## src/rtl/pipe_hazard_ctrl_if.sv

```systemverilog
// pipe_hazard_ctrl_if: hazard controller <-> datapath signal bundle.
interface pipe_hazard_ctrl_if #(
  parameter int REG_W = 4,
  parameter int OP_W  = 4,
  parameter int CNT_W = 16
);
  logic [OP_W-1:0]  ifid_opcode;
  logic [REG_W-1:0] ifid_rs;
  logic [REG_W-1:0] ifid_rt;
  logic             ifid_uses_rt;
  logic             idex_memread;
  logic [REG_W-1:0] idex_rd;
  logic             branch_taken;
  logic             imem_busy;
  logic             dmem_busy;
  logic             pc_wen;
  logic             ifid_wen;
  logic             idex_wen;
  logic             exmem_wen;
  logic             memwb_wen;
  logic             ifid_flush;
  logic             idex_flush;
  logic             exmem_flush;
  logic             memwb_flush;
  logic             halted;
  logic [CNT_W-1:0] stall_cycles;
  logic [CNT_W-1:0] flush_count;
  modport master (
    output ifid_opcode, ifid_rs, ifid_rt, ifid_uses_rt, idex_memread, idex_rd,
           branch_taken, imem_busy, dmem_busy,
    input  pc_wen, ifid_wen, idex_wen, exmem_wen, memwb_wen,
           ifid_flush, idex_flush, exmem_flush, memwb_flush,
           halted, stall_cycles, flush_count
  );
  modport slave (
    input  ifid_opcode, ifid_rs, ifid_rt, ifid_uses_rt, idex_memread, idex_rd,
           branch_taken, imem_busy, dmem_busy,
    output pc_wen, ifid_wen, idex_wen, exmem_wen, memwb_wen,
           ifid_flush, idex_flush, exmem_flush, memwb_flush,
           halted, stall_cycles, flush_count
  );
endinterface

```

## src/rtl/pipe_hazard_ctrl.sv

```systemverilog
// pipe_hazard_ctrl: pipeline stall/flush/halt sequencer for the 4-latch CPU.
// Optional perf counters are built when PIPE_PERF_CNT_EN is defined.
module pipe_hazard_ctrl #(
  parameter int              REG_W        = 4,
  parameter int              OP_W         = 4,
  parameter logic [OP_W-1:0] HLT_OPCODE   = 4'hF,
  parameter int              DRAIN_CYCLES = 3,
  parameter int              CNT_W        = 16
) (
  input logic               clk,
  input logic               rst_n,
  pipe_hazard_ctrl_if.slave bus
);
  localparam int DW = $clog2(DRAIN_CYCLES + 1);
  typedef enum logic [1:0] {RUN, DRAIN, HALTED} state_t;
  state_t state_q, state_d;
  logic [DW-1:0] drain_q, drain_d;
  logic [4:0] wen;
  logic [3:0] flush;
  logic load_use;
  assign load_use = bus.idex_memread && bus.idex_rd != REG_W'(0) &&
                    (bus.idex_rd == bus.ifid_rs || (bus.ifid_uses_rt && bus.idex_rd == bus.ifid_rt));
  // wen = {pc, ifid, idex, exmem, memwb}; flush = {ifid, idex, exmem, memwb}
  always_comb begin
    state_d = state_q;
    drain_d = drain_q;
    wen = {5{state_q != HALTED}};
    flush = '0;
    if (!rst_n) begin
      wen = '0;
      flush = '1;
    end else if (state_q != HALTED) begin
      if (bus.dmem_busy) begin
        wen[4:1] = '0;
        flush[0] = 1'b1;
      end else if (bus.imem_busy) begin
        wen[4] = 1'b0;
        flush[3] = 1'b1;
      end else if (load_use) begin
        wen[4:3] = '0;
        flush[2] = 1'b1;
      end else if (state_q == RUN && bus.ifid_opcode == HLT_OPCODE) begin
        wen[4] = 1'b0;
        flush[3] = 1'b1;
        state_d = DRAIN;
        drain_d = DW'(DRAIN_CYCLES);
      end else if (state_q == RUN && bus.branch_taken) begin
        flush[3] = 1'b1;
      end
      if (state_q == DRAIN) begin
        wen[4] = 1'b0;
        flush[3] = 1'b1;
        drain_d = bus.dmem_busy ? drain_q : drain_q - 1'b1;
        state_d = (!bus.dmem_busy && drain_q == DW'(1)) ? HALTED : DRAIN;
      end
    end
  end
  always_ff @(posedge clk or negedge rst_n)
    if (!rst_n) begin
      state_q <= RUN;
      drain_q <= '0;
    end else begin
      state_q <= state_d;
      drain_q <= drain_d;
    end
  assign {bus.pc_wen, bus.ifid_wen, bus.idex_wen, bus.exmem_wen, bus.memwb_wen} = wen;
  assign {bus.ifid_flush, bus.idex_flush, bus.exmem_flush, bus.memwb_flush} = flush;
  assign bus.halted = state_q == HALTED;
`ifdef PIPE_PERF_CNT_EN
  logic [CNT_W-1:0] stall_q, flush_q;
  always_ff @(posedge clk or negedge rst_n)
    if (!rst_n) begin
      stall_q <= '0;
      flush_q <= '0;
    end else if (state_q != HALTED) begin
      if (!wen[4] && !(&stall_q)) stall_q <= stall_q + 1'b1;
      if (|flush && !(&flush_q)) flush_q <= flush_q + 1'b1;
    end
  assign bus.stall_cycles = stall_q;
  assign bus.flush_count = flush_q;
`else
  assign bus.stall_cycles = CNT_W'(0);
  assign bus.flush_count = CNT_W'(0);
`endif
endmodule
```

## src/flat_wrapper.sv

```systemverilog
// flat-port wrapper written by rule: the top's interface ports become plain ports
module pipe_hazard_ctrl_flat 
#(
  parameter int              REG_W        = 4,
  parameter int              OP_W         = 4,
  parameter logic [OP_W-1:0] HLT_OPCODE   = 4'hF,
  parameter int              DRAIN_CYCLES = 3,
  parameter int              CNT_W        = 16
)
  (clk, rst_n, bus_ifid_opcode, bus_ifid_rs, bus_ifid_rt, bus_ifid_uses_rt, bus_idex_memread, bus_idex_rd, bus_branch_taken, bus_imem_busy, bus_dmem_busy, bus_pc_wen, bus_ifid_wen, bus_idex_wen, bus_exmem_wen, bus_memwb_wen, bus_ifid_flush, bus_idex_flush, bus_exmem_flush, bus_memwb_flush, bus_halted, bus_stall_cycles, bus_flush_count);
  pipe_hazard_ctrl_if #(.REG_W(REG_W), .OP_W(OP_W), .CNT_W(CNT_W)) bus_i ();
  input logic clk;
  input logic rst_n;
  input wire logic [$bits(bus_i.ifid_opcode)-1:0] bus_ifid_opcode;
  input wire logic [$bits(bus_i.ifid_rs)-1:0] bus_ifid_rs;
  input wire logic [$bits(bus_i.ifid_rt)-1:0] bus_ifid_rt;
  input wire logic [$bits(bus_i.ifid_uses_rt)-1:0] bus_ifid_uses_rt;
  input wire logic [$bits(bus_i.idex_memread)-1:0] bus_idex_memread;
  input wire logic [$bits(bus_i.idex_rd)-1:0] bus_idex_rd;
  input wire logic [$bits(bus_i.branch_taken)-1:0] bus_branch_taken;
  input wire logic [$bits(bus_i.imem_busy)-1:0] bus_imem_busy;
  input wire logic [$bits(bus_i.dmem_busy)-1:0] bus_dmem_busy;
  output wire logic [$bits(bus_i.pc_wen)-1:0] bus_pc_wen;
  output wire logic [$bits(bus_i.ifid_wen)-1:0] bus_ifid_wen;
  output wire logic [$bits(bus_i.idex_wen)-1:0] bus_idex_wen;
  output wire logic [$bits(bus_i.exmem_wen)-1:0] bus_exmem_wen;
  output wire logic [$bits(bus_i.memwb_wen)-1:0] bus_memwb_wen;
  output wire logic [$bits(bus_i.ifid_flush)-1:0] bus_ifid_flush;
  output wire logic [$bits(bus_i.idex_flush)-1:0] bus_idex_flush;
  output wire logic [$bits(bus_i.exmem_flush)-1:0] bus_exmem_flush;
  output wire logic [$bits(bus_i.memwb_flush)-1:0] bus_memwb_flush;
  output wire logic [$bits(bus_i.halted)-1:0] bus_halted;
  output wire logic [$bits(bus_i.stall_cycles)-1:0] bus_stall_cycles;
  output wire logic [$bits(bus_i.flush_count)-1:0] bus_flush_count;
  assign bus_i.ifid_opcode = bus_ifid_opcode;
  assign bus_i.ifid_rs = bus_ifid_rs;
  assign bus_i.ifid_rt = bus_ifid_rt;
  assign bus_i.ifid_uses_rt = bus_ifid_uses_rt;
  assign bus_i.idex_memread = bus_idex_memread;
  assign bus_i.idex_rd = bus_idex_rd;
  assign bus_i.branch_taken = bus_branch_taken;
  assign bus_i.imem_busy = bus_imem_busy;
  assign bus_i.dmem_busy = bus_dmem_busy;
  assign bus_pc_wen = bus_i.pc_wen;
  assign bus_ifid_wen = bus_i.ifid_wen;
  assign bus_idex_wen = bus_i.idex_wen;
  assign bus_exmem_wen = bus_i.exmem_wen;
  assign bus_memwb_wen = bus_i.memwb_wen;
  assign bus_ifid_flush = bus_i.ifid_flush;
  assign bus_idex_flush = bus_i.idex_flush;
  assign bus_exmem_flush = bus_i.exmem_flush;
  assign bus_memwb_flush = bus_i.memwb_flush;
  assign bus_halted = bus_i.halted;
  assign bus_stall_cycles = bus_i.stall_cycles;
  assign bus_flush_count = bus_i.flush_count;
  pipe_hazard_ctrl #(.REG_W(REG_W), .OP_W(OP_W), .HLT_OPCODE(HLT_OPCODE), .DRAIN_CYCLES(DRAIN_CYCLES), .CNT_W(CNT_W)) u_core (.clk(clk), .rst_n(rst_n), .bus(bus_i));
endmodule
```

## config.mk

```make
export PLATFORM = sky130hd
export DESIGN_NAME = pipe_hazard_ctrl_flat
export DESIGN_NICKNAME = d
export VERILOG_FILES = /design/src/rtl/pipe_hazard_ctrl_if.sv /design/src/rtl/pipe_hazard_ctrl.sv /design/src/flat_wrapper.sv
export SDC_FILE = /design/constraint.sdc
export NUM_CORES = 1
export LEC_CHECK = 0
export CORE_ASPECT_RATIO = 0.6
export CORE_MARGIN = 4
export CORE_UTILIZATION = 27
export DETAILED_ROUTE_END_ITERATION = 10
export PLACE_DENSITY = 0.75
export SETUP_SLACK_MARGIN = 0.5
export SYNTH_ARGS = -nofsm -noshare
export SYNTH_HDL_FRONTEND = slang
export SYNTH_SLANG_ARGS = --single-unit
```

## constraint.sdc

```tcl
create_clock -name clk -period 2 [get_ports clk]
set_input_delay 0.6 -clock clk [delete_from_list [all_inputs] [get_ports clk]]
set_output_delay 0.6 -clock clk [all_outputs]
set_load 0.01 [all_outputs]
```

==> results by group <==
Finish
  – Number of diodes: 0
  – Post-route cell area: 1190 um^2
  – Layout cell share with drive strength beyond 1: 47.6%
  – Final Util: 52.0%
  – Nets: 171
  – Commonest non-fill, non-tap cells in the layout: 32 x conb_1, 18 x buf_4, 17 x buf_6, 11 x buf_2, 6 x dlygate4sd2_1
  – Most common cell after layout, fill and taps aside: conb_1
  – Syn-to-layout area delta: 73.0%

Placement
  – Port bufs: 32
  – Placer Congestion: 0.836
  – Setup WS pre-CTS: -1.17 ns
  – Placed Area: 1020 um^2
  – Final HPWL DP: 1780 um

Floorplanning
  – Die Y-Extent: 47.1 um
  – Total core area: 2290 um^2
  – Std cell rows: 13
  – Ports: 65
  – Die width: 73.2 um
  – Starting Density: 30.1%
  – Die ar.: 3450 um^2

Clocking
  – Root Driver: clkbuf_8
  – TritonCTS buffer count: 3
  – H-tree depth: 1
  – CTS sink count: 4
  – Clk buf depth: 2
  – Clock slew at reported path FFs: 0.03 ns
  – CTS tree: yes
  – Worst-Skew Late Latency: 0.21 ns

Job
  – Max_cap viols: 0

Global route
  – Busiest grt layer: met2
  – Met1 GRT Util: 13.7%
  – GRT met2 Usage: 29.7%
  – First-pass GRT wire length: 3510 um
  – Largest net degree at the start of global routing: 7
  – GR Util All Layers: 13.9%
  – Gr ovfl total: 0
  – Vias in the first global route: 740
  – Initial antenna violation count: 0
  – Met3 usage: 3.21%

Critical path
  – Reg-to-reg endpoint: u_core.state_q[0]$_DFFE_PN0P_
  – Crit-path cells: buf_6, xor2_2, nor4_2, a31oi_2, nor3_2, buf_4, a21o_1, buf_2
  – Max incr delay on CP: 0.30 ns
  – CP Launch Type: input pin
  – CP top delay family: simple AND/OR/NAND/NOR gates
  – FF-to-FF Start: u_core.state_q[1]$_DFFE_PN0P_
  – Crit path from: bus_ifid_rs[1]
  – Worst setup path end: bus_idex_flush
  – CP Capture Type: primary output
  – Reg-to-reg setup timing slack: 0.43 ns
  – CP bufs+invs: 3
  – CP Depth: 8
  – WS Path Type: input pin to primary output
  – Crit path arrival time: 1.82 ns
  – Max Fanout on Critical Path: 3
  – Critical path required time: 1.40 ns
  – Reg2reg path depth: 9
  – Slowest-stage cell, CP: nor4_2

Route
  – ANT nets after route: 0
  – Drt via density: 4.05
  – Vias: 709
  – Routed wire length: 2350 um
  – Remaining DRCs: 0
  – Pre-antenna DRT Iters: 3
  – First DRT Iteration DRCs: 36
  – Average wire per standard cell: 13.4 um

Synthesis
  – Synth Area per Inst: 8.02 um^2
  – Synth warn: 0
  – Mapped Area: 689 um^2
  – Mapped Cells: 86
  – #FFs+latches synth: 4
  – Sequential area share after synthesis: 14.5%
  – Post-synth cell types: 30

Worst hold path
  – Hold Crit Class: input pin to asynchronous set/reset pin

Run status
  – Violated checks: negative setup slack
  – Status: finished with violations

STA
  – Final setup fails: 4
  – Setup TNS Final: -1.55 ns
  – PnR worst setup slack: -0.419 ns
  – Final Hold Fails: 0
  – Clk_skew: 0.00245 ns
  – Tmin final: 2.42 ns
  – Final period utilization: 121%
  – Fin. max-slew vios: 0
  – RSZ-0062 raised after global routing: true
  – Fmax: 413 MHz

Power and ir drop
  – Leak pwr: 0.609 nW
  – VDD IR-drop max: 0.170 mV
  – Total chip power: 0.000756 W
  – Pwr/cell area: 634 nW/um^2
## stage by stage
stage / cells / hold slack [ns]
final: 175 / 0.285
after CTS: 171 / 0.282
after detailed placement: 159 / 0.562
after global routing: 175 / 0.283
after floorplan: 117 / 0.304
after global placement: 159 / 0.539
## worst min path at each step
stage | depth (start not counted) | end
after global placement | 2 | u_core.drain_q[1]$_DFFE_PN0P_
final | 2 | u_core.drain_q[1]$_DFFE_PN0P_
after CTS | 2 | u_core.drain_q[1]$_DFFE_PN0P_
after global routing | 2 | u_core.drain_q[1]$_DFFE_PN0P_
after detailed placement | 2 | u_core.drain_q[1]$_DFFE_PN0P_
after floorplan | 0 | u_core.drain_q[0]$_DFFE_PN0P_
## cells in the mapped netlist
master    instances  share of area [%]
o21ai_1           1               0.73
nand2_1           4                2.2
conb_1            1               0.54
buf_4            33                 36
nor2b_1           3                2.7
o211ai_1          3                3.3
nor3_1            2                1.5
nor4_1            1               0.91
or4_1             1                1.1
ha_1              1                1.8
nand3_1           1               0.73
dfrtp_1           4                 15
nand2b_1          1               0.91
o31ai_1           1                1.1
nor2b_2           1                1.3
a31oi_2           1                1.8
a21oi_1           1               0.73
nor3_4            1                2.4
a21o_1            1                1.1
o41ai_2           1                2.4
nor4_2            1                1.8
nor3_2            1                1.5
inv_1             4                2.2
xnor2_1           1                1.3
o22ai_1           1               0.91
o21ai_0           3                2.2
a31o_1            1                1.3
xor2_1            7                8.9
nor2_1            3                1.6
a31oi_1           1               0.91
## worst register-to-register path, cell delays in order (launching register included)
cell and delay, ns:
dfrtp_2 0.39, nor2b_4 0.14, nor3_4 0.16, buf_6 0.14
buf_6 0.09, buf_6 0.08, buf_6 0.10, nand2_1 0.05
o21ai_0 0.22, o21ai_2 0.08
## power breakdown
part / switching (W) / internal (W)
clock: 0.0000388 / 0.000128
combinational: 0.000214 / 0.000244
sequential: 0.0000247 / 0.000106
total: 0.000278 / 0.000478
## layout make-up
class                           count  area (um^2)
Tap cell                           30         37.5
Inverter                            4         20.0
Multi-Input combinational cell     76          497
Timing Repair Buffer               58          494
Fill cell                         218         1100
Clock buffer                        3         41.3
Sequential cell                     4          103
## cells by family after synthesis
kind of cell,after synthesis,share of synthesized area (%)
other,1,0.544
buffers and inverters,37,38.1
DFF,4,14.5
adders and majority gates,1,1.81
and+or+nand+nor,20,18.5
xor gates and xnor gates,8,10.2
AOI/OAI and AO/OA,15,16.3
## layer usage
layer / part of all wire [%] / up-vias
met5: 0 / -
li1: - / 343
met4: 2.3 / 0
met3: 4.4 / 4
met2: 57 / 24
met1: 36 / 338
## flip-flops by register name, indices dropped and copies added (netlist names)
register	count
u_core.drain_q	2
u_core.state_q	2
## repair_timing
action | 4_1_cts | 5_1_grt
pin swaps | 19 | 10
gates resized for setup | 119 | 13
hold buffers | 0 | 0
buffers inserted | 9 | 4
setup endpoints to repair | 14 | 13
Power figures use the tool's default switching activity.
==> RTL change, RTL diff (same settings) <==
Build with the macro `PIPE_PERF_CNT_EN` defined.
--- a/src/rtl/pipe_hazard_ctrl.sv
+++ b/src/rtl/pipe_hazard_ctrl.sv
@@ -1,4 +1,6 @@
 // pipe_hazard_ctrl: pipeline stall/flush/halt sequencer for the 4-latch CPU.
 // Optional perf counters are built when PIPE_PERF_CNT_EN is defined.
+`define PIPE_PERF_CNT_EN
+
 module pipe_hazard_ctrl #(
   parameter int              REG_W        = 4,
Formal check against the unedited RTL: not equivalent (a bounded check fails within 4 cycles, from zero or initial values and one cycle with rst_n low).
==> RTL change against the original RTL <==
The run still ends with negative setup slack left. Synthesized area grew to 2.8 times the old value. Non-clock buffer count is 105 higher. Synthesized cell count is 120% higher. Register-to-register slack worse by 590 ps. Sequential cell count is 32 higher. Wire length grew to 3.0 times the old value. Global-route usage is 2.9 points higher. Critical endpoint is now bus_ifid_flush. Design area grew to 3.5 times the old value. Critical path depth is 1 lower. Setup slack worse by 100 ps. Via count grew to 3.0 times the old value. Largest cell class is now non-clock buffers. Power grew to 6.2 times the old value.
==> RTL change: results <==
{
  "worst_slew_pin_slew_ps": 475,
  "cts_inserted_buffers": 5,
  "drive_above_1_share_pct": 60.6,
  "firstDrtPassIters": 4,
  "cts_buffer_depth": 2,
  "cp_slowest_cell": "or3b_1",
  "synth_adder_area_share_pct": 1.93,
  "synthArstFlopShare_pct": 100,
  "synth_cell_types": 40,
  "root_buffer": "clkbuf_16",
  "ys_top_cells_by_count": "dfrtp_1, xnor2_1, nand2_1, xor2_1, nor2_1",
  "postSynthNetCount": 219,
  "synth_xor_area_share_pct": 17.1,
  "port_buffers": 64,
  "synth.area.top_cells": "dfrtp_1, xnor2_1, xor2_1",
  "cp_top_family": "simple AND/OR/NAND/NOR gates",
  "setup_violations": 41,
  "hold_path_class": "input pin to async pin",
  "violations": "negative setup slack",
  "grt_usage_pct": 16.8,
  "reg2reg_depth": 10,
  "finClkSkew_ps": 3.81,
  "via_count": 2105,
  "postCtsHoldBufs": 0,
  "critical_path.max_fanout": 3,
  "antenna_found_initial": 0,
  "critPathMaxStageDelay_ps": 390,
  "clkTransAtPathRegs_ps": 50,
  "synth_compound_area_share_pct": 7.60,
  "seq_area_frac_synth_pct": 46.4,
  "diodes": 0,
  "grt_first_pass_wirelength_microns": 11600,
  "hpwlAfterDp_microns": 4340,
  "grt_max_degree": 37,
  "reg2reg_slack_ps": -160,
  "grt_pass1_vias": 2273,
  "fin_nets": 386,
  "first_iter_violations": 75,
  "status": "finished with violations",
  "crit-reg2reg-launch": "u_core.state_q[1]$_DFFE_PN0P_",
  "p_leak_nw": 2.01,
  "dpl-instance-area_sq_mm": 0.00313,
  "yosys-mux-area-fraction_pct": 1.16,
  "dp_slack_ps": -1380,
  "clk_latency_ps": 270,
  "worst_ep_arrival_time_ps": 1920,
  "place.gp.congestion": 0.798,
  "htree_levels": 2,
  "routed_wl_microns": 7050,
  "ys.flop_type": "dfrtp_1",
  "ir_drop_mv": 0.824,
  "critPathLaunch": "bus_idex_rd[2]",
  "layout_setup_ws_ps": -522,
  "reg2reg_to": "u_core.bus.stall_cycles[11]$_DFFE_PN0P_",
  "yosys_warnings": 0
}
RTL change: metrics by stage:
step                      setup TNS (ps)  hold slack, ps  total power, W  std cells  util [%]
after global routing              -13460             557         0.00496        447      60.9
after global placement            -36640             470         0.00277        381      45.8
final                             -10740             510         0.00469        447      60.9
after floorplan                    -3180             304         0.00199        193         -
after detailed placement          -39250             478         0.00282        381      45.8
after CTS                          -9330             515         0.00447        440      58.7
RTL change: worst max-delay path by stage:
stage | cells past startpoint | to | slack (ps)
after floorplan | 5 | bus_ifid_flush | -290
after global placement | 7 | bus_ifid_flush | -1310
after detailed placement | 7 | bus_idex_flush | -1380
after CTS | 7 | bus_ifid_flush | -510
after global routing | 7 | bus_ifid_flush | -570
final | 7 | bus_ifid_flush | -520
RTL change: report_power, final:
part | switching (W) | internal [W]
Clock | 0.000275 | 0.000522
Sequential | 0.000136 | 0.000926
Combinational | 0.00120 | 0.00163
RTL change: cell families after synthesis:
family | count (synthesis)
xor gates and xnor gates | 38
and+or+nand+nor | 81
buffers and inverters | 15
muxes | 2
DFF | 36
AOI/OAI and AO/OA | 18
adders and majority gates | 3
RTL change: routing by layer:
metal  GRT usage (%)  part of all wire (%)
met5               0                     0
met4            2.08                  0.51
met3            4.00                   3.8
met2            29.7                    49
met1            21.9                    47
RTL change: final cells by class:
class / instances / area (sq um)
Inverter: 11 / 53.8
Multi-Input combinational cell: 143 / 1350
Sequential cell: 36 / 901
Timing Repair Buffer: 163 / 1580
Clock buffer: 7 / 153
Tap cell: 87 / 109
Fill cell: 560 / 2670
RTL change: worst min-delay path, delay by kind of cell:
kind	cells	cell delay (ps)
buffers and inverters	3	610
RTL change: repair_timing:
action	in CTS	in global routing
endpoints found under the hold margin	0	0
gates cloned	1	0
setup buffers	51	7
gates resized for setup	332	23
pin swaps	29	16
setup endpoints to repair	78	76
